$ cat config.mk
export PLATFORM = sky130hd
export DESIGN_NAME = approach_sequencer
export DESIGN_NICKNAME = d
export VERILOG_FILES = /design/src/rtl/atc_pkg.sv /design/src/rtl/approach_fifo.sv /design/src/rtl/approach_sequencer.sv
export SDC_FILE = /design/constraint.sdc
export NUM_CORES = 1
export LEC_CHECK = 0
export CORE_MARGIN = 2
export CORE_UTILIZATION = 60
export CTS_BUF_LIST = sky130_fd_sc_hd__clkbuf_8
export CTS_CLUSTER_DIAMETER = 30
export DETAILED_ROUTE_END_ITERATION = 8
export DONT_BUFFER_PORTS = 1
export PLACE_DENSITY = 0.76
export SLEW_MARGIN = 20
export SYNTH_ARGS = -nofsm -noshare
export SYNTH_HDL_FRONTEND = slang
export SYNTH_SLANG_ARGS = --single-unit
export TNS_END_PERCENT = 50
$ cat constraint.sdc
create_clock -name clk -period 5.4 [get_ports clk]
set_clock_uncertainty 0.1 [all_clocks]
set_input_delay 1.08 -clock clk [delete_from_list [all_inputs] [get_ports clk]]
set_output_delay 1.08 -clock clk [all_outputs]
set_load 0.01 [all_outputs]
$ cat src/rtl/atc_pkg.sv
// atc_pkg: shared response codes, direction type and sequencer state encoding
package atc_pkg;
   localparam logic [3:0] SIG_RUNWAY_A = 4'b1010;
   localparam logic [3:0] SIG_RUNWAY_B = 4'b1011;
   localparam logic [3:0] SIG_HOLD     = 4'b1101;
   typedef logic [1:0] dir_t;
   typedef enum logic [2:0] {ST_IDLE, ST_REQ, ST_WAIT, ST_DECODE, ST_BACKOFF} seq_state_t;
endpackage

$ cat src/rtl/approach_fifo.sv
// approach_fifo: DEPTH-entry queue of arrival directions
// Ports: push/push_data write at the tail, pop advances the head, head is the
// oldest entry, level/full/empty are registered occupancy flags.
module approach_fifo
   import atc_pkg::*;
#(
   parameter int DEPTH = 4
) (
   input  logic                     clk,
   input  logic                     rst_n,
   input  logic                     push,
   input  dir_t                     push_data,
   input  logic                     pop,
   output dir_t                     head,
   output logic [$clog2(DEPTH):0]   level,
   output logic                     full,
   output logic                     empty
);
   localparam int AW = $clog2(DEPTH);
   dir_t          mem_q [DEPTH];
   logic [AW-1:0] wr_ptr_q, wr_ptr_d, rd_ptr_q, rd_ptr_d;
   logic [AW:0]   level_q, level_d;
   logic          full_q, full_d, empty_q, empty_d, push_ok, pop_ok;
   always_comb begin
      push_ok  = push && !full_q;
      pop_ok   = pop && !empty_q;
      wr_ptr_d = push_ok ? wr_ptr_q + AW'(1) : wr_ptr_q;
      rd_ptr_d = pop_ok ? rd_ptr_q + AW'(1) : rd_ptr_q;
      level_d  = level_q + (AW+1)'(push_ok) - (AW+1)'(pop_ok);
      full_d   = level_d == (AW+1)'(DEPTH);
      empty_d  = level_d == '0;
   end
   always_ff @(posedge clk or negedge rst_n) begin
      if (!rst_n) begin
         wr_ptr_q <= '0;
         rd_ptr_q <= '0;
         level_q  <= '0;
         full_q   <= 1'b0;
         empty_q  <= 1'b1;
      end else begin
         wr_ptr_q <= wr_ptr_d;
         rd_ptr_q <= rd_ptr_d;
         level_q  <= level_d;
         full_q   <= full_d;
         empty_q  <= empty_d;
      end
   end
   always_ff @(posedge clk) begin
      if (push_ok) mem_q[wr_ptr_q] <= push_data;
   end
   assign head  = mem_q[rd_ptr_q];
   assign level = level_q;
   assign full  = full_q;
   assign empty = empty_q;
endmodule

$ cat src/rtl/approach_sequencer.sv
// approach_sequencer: queues arrivals and issues one runway request at a time
// Ports: arr_* arrival push interface; req_dir/req_en drive the controller,
// whose signal response is decoded into grant_* pulses, proto_err or divert;
// queue_level reports occupancy. Define APPROACH_RETRY_LIMIT_EN to divert an
// aircraft after MAX_RETRIES holds.
module approach_sequencer
   import atc_pkg::*;
#(
   parameter int DEPTH       = 4,
   parameter int RESP_WAIT   = 2,
   parameter int HOLD_CYCLES = 8,
   parameter int MAX_RETRIES = 3
) (
   input  logic                     clk,
   input  logic                     rst_n,
   input  logic                     arr_valid,
   input  logic [1:0]               arr_dir,
   output logic                     arr_ready,
   output logic [1:0]               req_dir,
   output logic                     req_en,
   input  logic [3:0]               signal,
   output logic                     grant_valid,
   output logic                     grant_runway,
   output logic [1:0]               grant_dir,
   output logic                     proto_err,
   output logic                     divert,
   output logic [$clog2(DEPTH):0]   queue_level
);
   localparam int CMAX = RESP_WAIT > HOLD_CYCLES ? RESP_WAIT : HOLD_CYCLES;
   localparam int CW   = $clog2(CMAX + 1);
   localparam int RW   = $clog2(MAX_RETRIES + 2);
   seq_state_t    state_q, state_d;
   logic [CW-1:0] cnt_q, cnt_d;
   logic [RW-1:0] retry_q, retry_d;
   dir_t          req_dir_q, req_dir_d, grant_dir_q, grant_dir_d, head;
   logic          req_en_q, req_en_d, grant_valid_q, grant_valid_d;
   logic          grant_runway_q, grant_runway_d, proto_err_q, proto_err_d;
   logic          divert_q, divert_d, pop, full, empty;
   approach_fifo #(.DEPTH(DEPTH)) u_fifo (
      .clk       (clk),
      .rst_n     (rst_n),
      .push      (arr_valid && !full),
      .push_data (arr_dir),
      .pop       (pop),
      .head      (head),
      .level     (queue_level),
      .full      (full),
      .empty     (empty)
   );
   always_comb begin
      state_d        = state_q;
      cnt_d          = cnt_q;
      retry_d        = retry_q;
      req_dir_d      = req_dir_q;
      req_en_d       = 1'b0;
      grant_valid_d  = 1'b0;
      grant_runway_d = grant_runway_q;
      grant_dir_d    = grant_dir_q;
      proto_err_d    = 1'b0;
      divert_d       = 1'b0;
      pop            = 1'b0;
      unique case (state_q)
         ST_IDLE: begin
            if (!empty) begin
               state_d   = ST_REQ;
               req_en_d  = 1'b1;
               req_dir_d = head;
            end
         end
         ST_REQ: begin
            state_d = ST_WAIT;
            cnt_d   = '0;
         end
         ST_WAIT: begin
            state_d = cnt_q == CW'(RESP_WAIT - 1) ? ST_DECODE : ST_WAIT;
            cnt_d   = cnt_q + CW'(1);
         end
         ST_DECODE: begin
            cnt_d = '0;
            if (signal == SIG_RUNWAY_A || signal == SIG_RUNWAY_B) begin
               pop            = 1'b1;
               retry_d        = '0;
               grant_valid_d  = 1'b1;
               grant_runway_d = signal == SIG_RUNWAY_B;
               grant_dir_d    = req_dir_q;
               state_d        = ST_IDLE;
            end else if (signal == SIG_HOLD) begin
               // saturate so the count never wraps when holds are unlimited
               retry_d = retry_q == RW'(MAX_RETRIES) ? retry_q : retry_q + RW'(1);
               state_d = ST_BACKOFF;
`ifdef APPROACH_RETRY_LIMIT_EN
               if (retry_q == RW'(MAX_RETRIES)) begin
                  pop      = 1'b1;
                  retry_d  = '0;
                  divert_d = 1'b1;
                  state_d  = ST_IDLE;
               end
`endif
            end else begin
               proto_err_d = 1'b1;
               state_d     = ST_BACKOFF;
            end
         end
         ST_BACKOFF: begin
            cnt_d = cnt_q + CW'(1);
            if (cnt_q == CW'(HOLD_CYCLES - 1)) begin
               state_d   = ST_REQ;
               req_en_d  = 1'b1;
               req_dir_d = head;
            end
         end
         default: state_d = ST_IDLE;
      endcase
   end
   always_ff @(posedge clk or negedge rst_n) begin
      if (!rst_n) begin
         state_q        <= ST_IDLE;
         cnt_q          <= '0;
         retry_q        <= '0;
         req_dir_q      <= '0;
         req_en_q       <= 1'b0;
         grant_valid_q  <= 1'b0;
         grant_runway_q <= 1'b0;
         grant_dir_q    <= '0;
         proto_err_q    <= 1'b0;
         divert_q       <= 1'b0;
      end else begin
         state_q        <= state_d;
         cnt_q          <= cnt_d;
         retry_q        <= retry_d;
         req_dir_q      <= req_dir_d;
         req_en_q       <= req_en_d;
         grant_valid_q  <= grant_valid_d;
         grant_runway_q <= grant_runway_d;
         grant_dir_q    <= grant_dir_d;
         proto_err_q    <= proto_err_d;
         divert_q       <= divert_d;
      end
   end
   assign arr_ready    = !full;
   assign req_dir      = req_dir_q;
   assign req_en       = req_en_q;
   assign grant_valid  = grant_valid_q;
   assign grant_runway = grant_runway_q;
   assign grant_dir    = grant_dir_q;
   assign proto_err    = proto_err_q;
   assign divert       = divert_q;
endmodule
==> flow_metrics.env <==
export IMPL_synth_avg_cell_area_um2=12.4
export IMPL_via_count=858
export IMPL_cap_violations=0
export IMPL_cts_resized_gates=0
export IMPL_clkLatencyLatePin_ns=0.28
export IMPL_critPathRequiredTime_ns=5.49
export IMPL_critPathCapture="u_fifo.full$_DFF_PN0_"
export IMPL_die_h_um=54.9
export IMPL_initialDrtViolationCount=11
export IMPL_seqPwrFrac_pct=48.3
export IMPL_cts_sinks=32
export IMPL_hp_class="in -> async"
export IMPL_grt_max_degree=25
export IMPL_critPathSlowestCell="fa_1"
export IMPL_place_gp_congestion=0.742
export IMPL_hpwl_mm=1.83
export IMPL_cts_buffer_depth=2
export IMPL_p_sw_mw=0.326
export IMPL_htree_levels=2
export IMPL_drive_above_1_share_pct=13.3
export IMPL_io_pins=22
export IMPL_cts_setup_buffers=0
export IMPL_gr_total_overflow=0
export IMPL_final_common_cell="dfrtp_1"
export IMPL_p_leak_nw=0.765
export IMPL_p_comb_share_pct=29.1
export IMPL_critPathCaptureType="register"
export IMPL_numCtsBuffers=5
export IMPL_cts_clk_slew_worst_paths_ns=0.06
export IMPL_power_density_nw_per_um2=572
export IMPL_setup_viol=0
export IMPL_switching_share_pct=34.2
export IMPL_layout_common_cells="23 x dfrtp_1, 10 x inv_1, 8 x nand2_1, 8 x ha_1, 8 x edfxtp_1"
export IMPL_worstSetupStartpoint="signal[2]"
export IMPL_cp_depth=10
export IMPL_ctsHoldBuffers=0
export IMPL_syn_nets=143
export IMPL_vias_per_cell=5.43
export IMPL_die_w_um=54.9
export IMPL_ys_seq_elements=32
export IMPL_synth_cells=125
export IMPL_r2r_slack_ns=2.67
export IMPL_path_class="in -> reg"
export IMPL_final_nets=145
export IMPL_routed_wirelength_mm=2.41
export IMPL_grt_pass1_vias=913
export IMPL_hold_viol=0
export IMPL_totalPowerFinal_mw=0.952
export IMPL_die_area_um2=3010
export IMPL_core_um2=2450
export IMPL_synthTopCellsByArea="dfrtp_1 37%, edfxtp_1 15%, ha_1 6.4%"
export IMPL_initial_utilization_pct=63.3
export IMPL_fin_crit_ns=2.94
export IMPL_path_max_fanout=3
export IMPL_cp_arrival_ns=3.03
export IMPL_path_cells="nand3b_1, nor3_2, ha_1, inv_1, ha_1, inv_1, fa_1, xnor2_1, xnor2_1, nor3b_1"
export IMPL_rsz0062_at_grt="no"
export IMPL_tritoncts="built"
export IMPL_start_kind="primary input"
export IMPL_path_delay_family="adder cells"
export IMPL_yosysWarningCount=0
export IMPL_status="complete, no violations"
export IMPL_fin_crit_sh_pct=54.4
export IMPL_report_final_slew_viol_count=0
export IMPL_clockPowerShare_pct=22.6
export IMPL_timing_fmax_mhz=341
export IMPL_yosysTopAreaCellShare_pct=37.1
export IMPL_diodes=0
export IMPL_p_int_mw=0.626
export IMPL_grt_pass1_wl_mm=3.97
export IMPL_grt_usage_pct=19.9
export IMPL_avgRoutedWirePerCell_um=15.2
export IMPL_yosys_cell_types_count=38
export IMPL_firstDrtPassIters=4
export IMPL_ir_drop_v=0.000410
export IMPL_cp_slowest_stage_delay_ns=0.38
export IMPL_drc=0
export IMPL_root_buffer="clkbuf_8"
export IMPL_r2r_start="state_q[1]$_DFFE_PN0P_"
export IMPL_antenna_found_initial=0
export IMPL_ff2ff_path_depth=10
export IMPL_yosysTopAreaCell="dfrtp_1"
export IMPL_whs_ns=0.393
export IMPL_crit_buf_inv=2
export IMPL_synth_seq_area_share_pct=54.2
export IMPL_fin_tns_setup_ns=0
export IMPL_ant_nets=0
export IMPL_r2r_end="u_fifo.full$_DFF_PN0_"
export IMPL_synthesis_area_um2=1550
export IMPL_syn_to_final_growth_pct=7.25
export IMPL_port_buffers=0
export IMPL_rows=18
-- how the worst min path moves through the flow --
stage	startpoint	end	slack (ns)	cells after the start
6_report	rst_n	u_fifo.rd_ptr_q[0]$_DFFE_PN0P_	0.39	0
4_1_cts	rst_n	u_fifo.rd_ptr_q[0]$_DFFE_PN0P_	0.38	0
3_3_place_gp	u_fifo.rd_ptr_q[1]$_DFFE_PN0P_	u_fifo.rd_ptr_q[1]$_DFFE_PN0P_	0.41	1
2_1_floorplan	u_fifo.rd_ptr_q[1]$_DFFE_PN0P_	u_fifo.rd_ptr_q[1]$_DFFE_PN0P_	0.38	1
3_5_place_dp	u_fifo.rd_ptr_q[1]$_DFFE_PN0P_	u_fifo.rd_ptr_q[1]$_DFFE_PN0P_	0.43	1
5_1_grt	rst_n	u_fifo.rd_ptr_q[0]$_DFFE_PN0P_	0.37	0
-- cells in the mapped netlist --
library cell,number
mux2_1,3
buf_4,3
nor2_2,2
o2bb2ai_1,1
fa_1,1
nor3_1,2
nand3b_1,1
clkbuf_1,1
mux4_2,2
or3b_1,1
nand2_1,8
a211oi_1,1
nor2_1,4
nor2b_1,2
mux2_4,2
xnor2_1,5
nor3_2,1
a22oi_1,1
buf_2,1
inv_1,10
edfxtp_1,8
a21oi_1,2
xor2_1,3
and2b_1,1
nand2b_1,2
conb_1,1
mux2i_1,1
mux2_2,1
dfstp_2,1
dfrtp_1,23
ha_1,8
o21ai_1,4
o21ai_0,5
o22a_1,2
nand3b_4,2
and2_1,4
nand3_1,3
nor3b_1,2
-- per-stage QoR --
step / setup slack [ns] / utilization (%) / cell area (um^2) / cells
6_report: 2.46 / 67.8 / 1670 / 158
5_1_grt: 2.25 / 67.8 / 1670 / 158
4_1_cts: 2.45 / 67.8 / 1670 / 158
3_5_place_dp: 2.16 / 63.5 / 1560 / 150
3_3_place_gp: 2.28 / 63.5 / 1560 / 150
2_1_floorplan: 2.39 / - / 1550 / 125
-- power by group through the flow --
stage               Combinational (mW)  Sequential [mW]  Clock, mW
floorplan                        0.271            0.418          0
global placement                 0.263            0.458          0
detailed placement               0.281            0.465          0
CTS                              0.283            0.461      0.221
global route                     0.320            0.475      0.233
finish                           0.277            0.460      0.215
-- cells by family (layout without fill, tap and decap cells) --
kind of cell / count (synthesis) / count (layout) / share of synthesized area [%]
compound gates: 16 / 16 / 6.21
xor+xnor: 8 / 8 / 4.51
fa+ha+maj: 9 / 9 / 7.74
buf+inv: 15 / 18 / 4.43
flops: 32 / 32 / 54.2
mux: 9 / 9 / 8.38
other cells: 1 / 1 / 0.242
simple gates: 35 / 35 / 14.3
-- sequential cells by signal, summed over array words and instances (netlist names) --
register         cells
cnt_q                4
grant_dir            2
grant_runway         1
grant_valid          1
proto_err            1
req_dir              2
req_en               1
state_q              3
u_fifo.empty         1
u_fifo.full          1
u_fifo.level         3
u_fifo.mem_q         8
u_fifo.rd_ptr_q      2
u_fifo.wr_ptr_q      2
-- layout make-up --
class | instances | area, um^2
Clock inverter | 3 | 37.5
Inverter | 10 | 37.5
Sequential cell | 32 | 842
Tap cell | 30 | 37.5
Fill cell | 184 | 790
Multi-Input combinational cell | 78 | 642
Clock buffer | 5 | 68.8
-- routing by layer --
metal,up-vias,track usage [%],part of all wire (%)
li1,424,-,-
met1,404,21.8,40
met2,25,34.1,52
met3,5,7.38,6.2
met4,0,8.75,1.3
met5,-,0,0
-- worst reg2reg max path: cells and delay by family, from the launching register on --
kind                       cells  cell delay, ns
xor gates and xnor gates       2            0.38
adders and majority gates      3            0.79
buffers and inverters          2            0.11
DFF                            1            0.65
and+or+nand+nor                3            0.63
(Power assumes the default switching activity.)
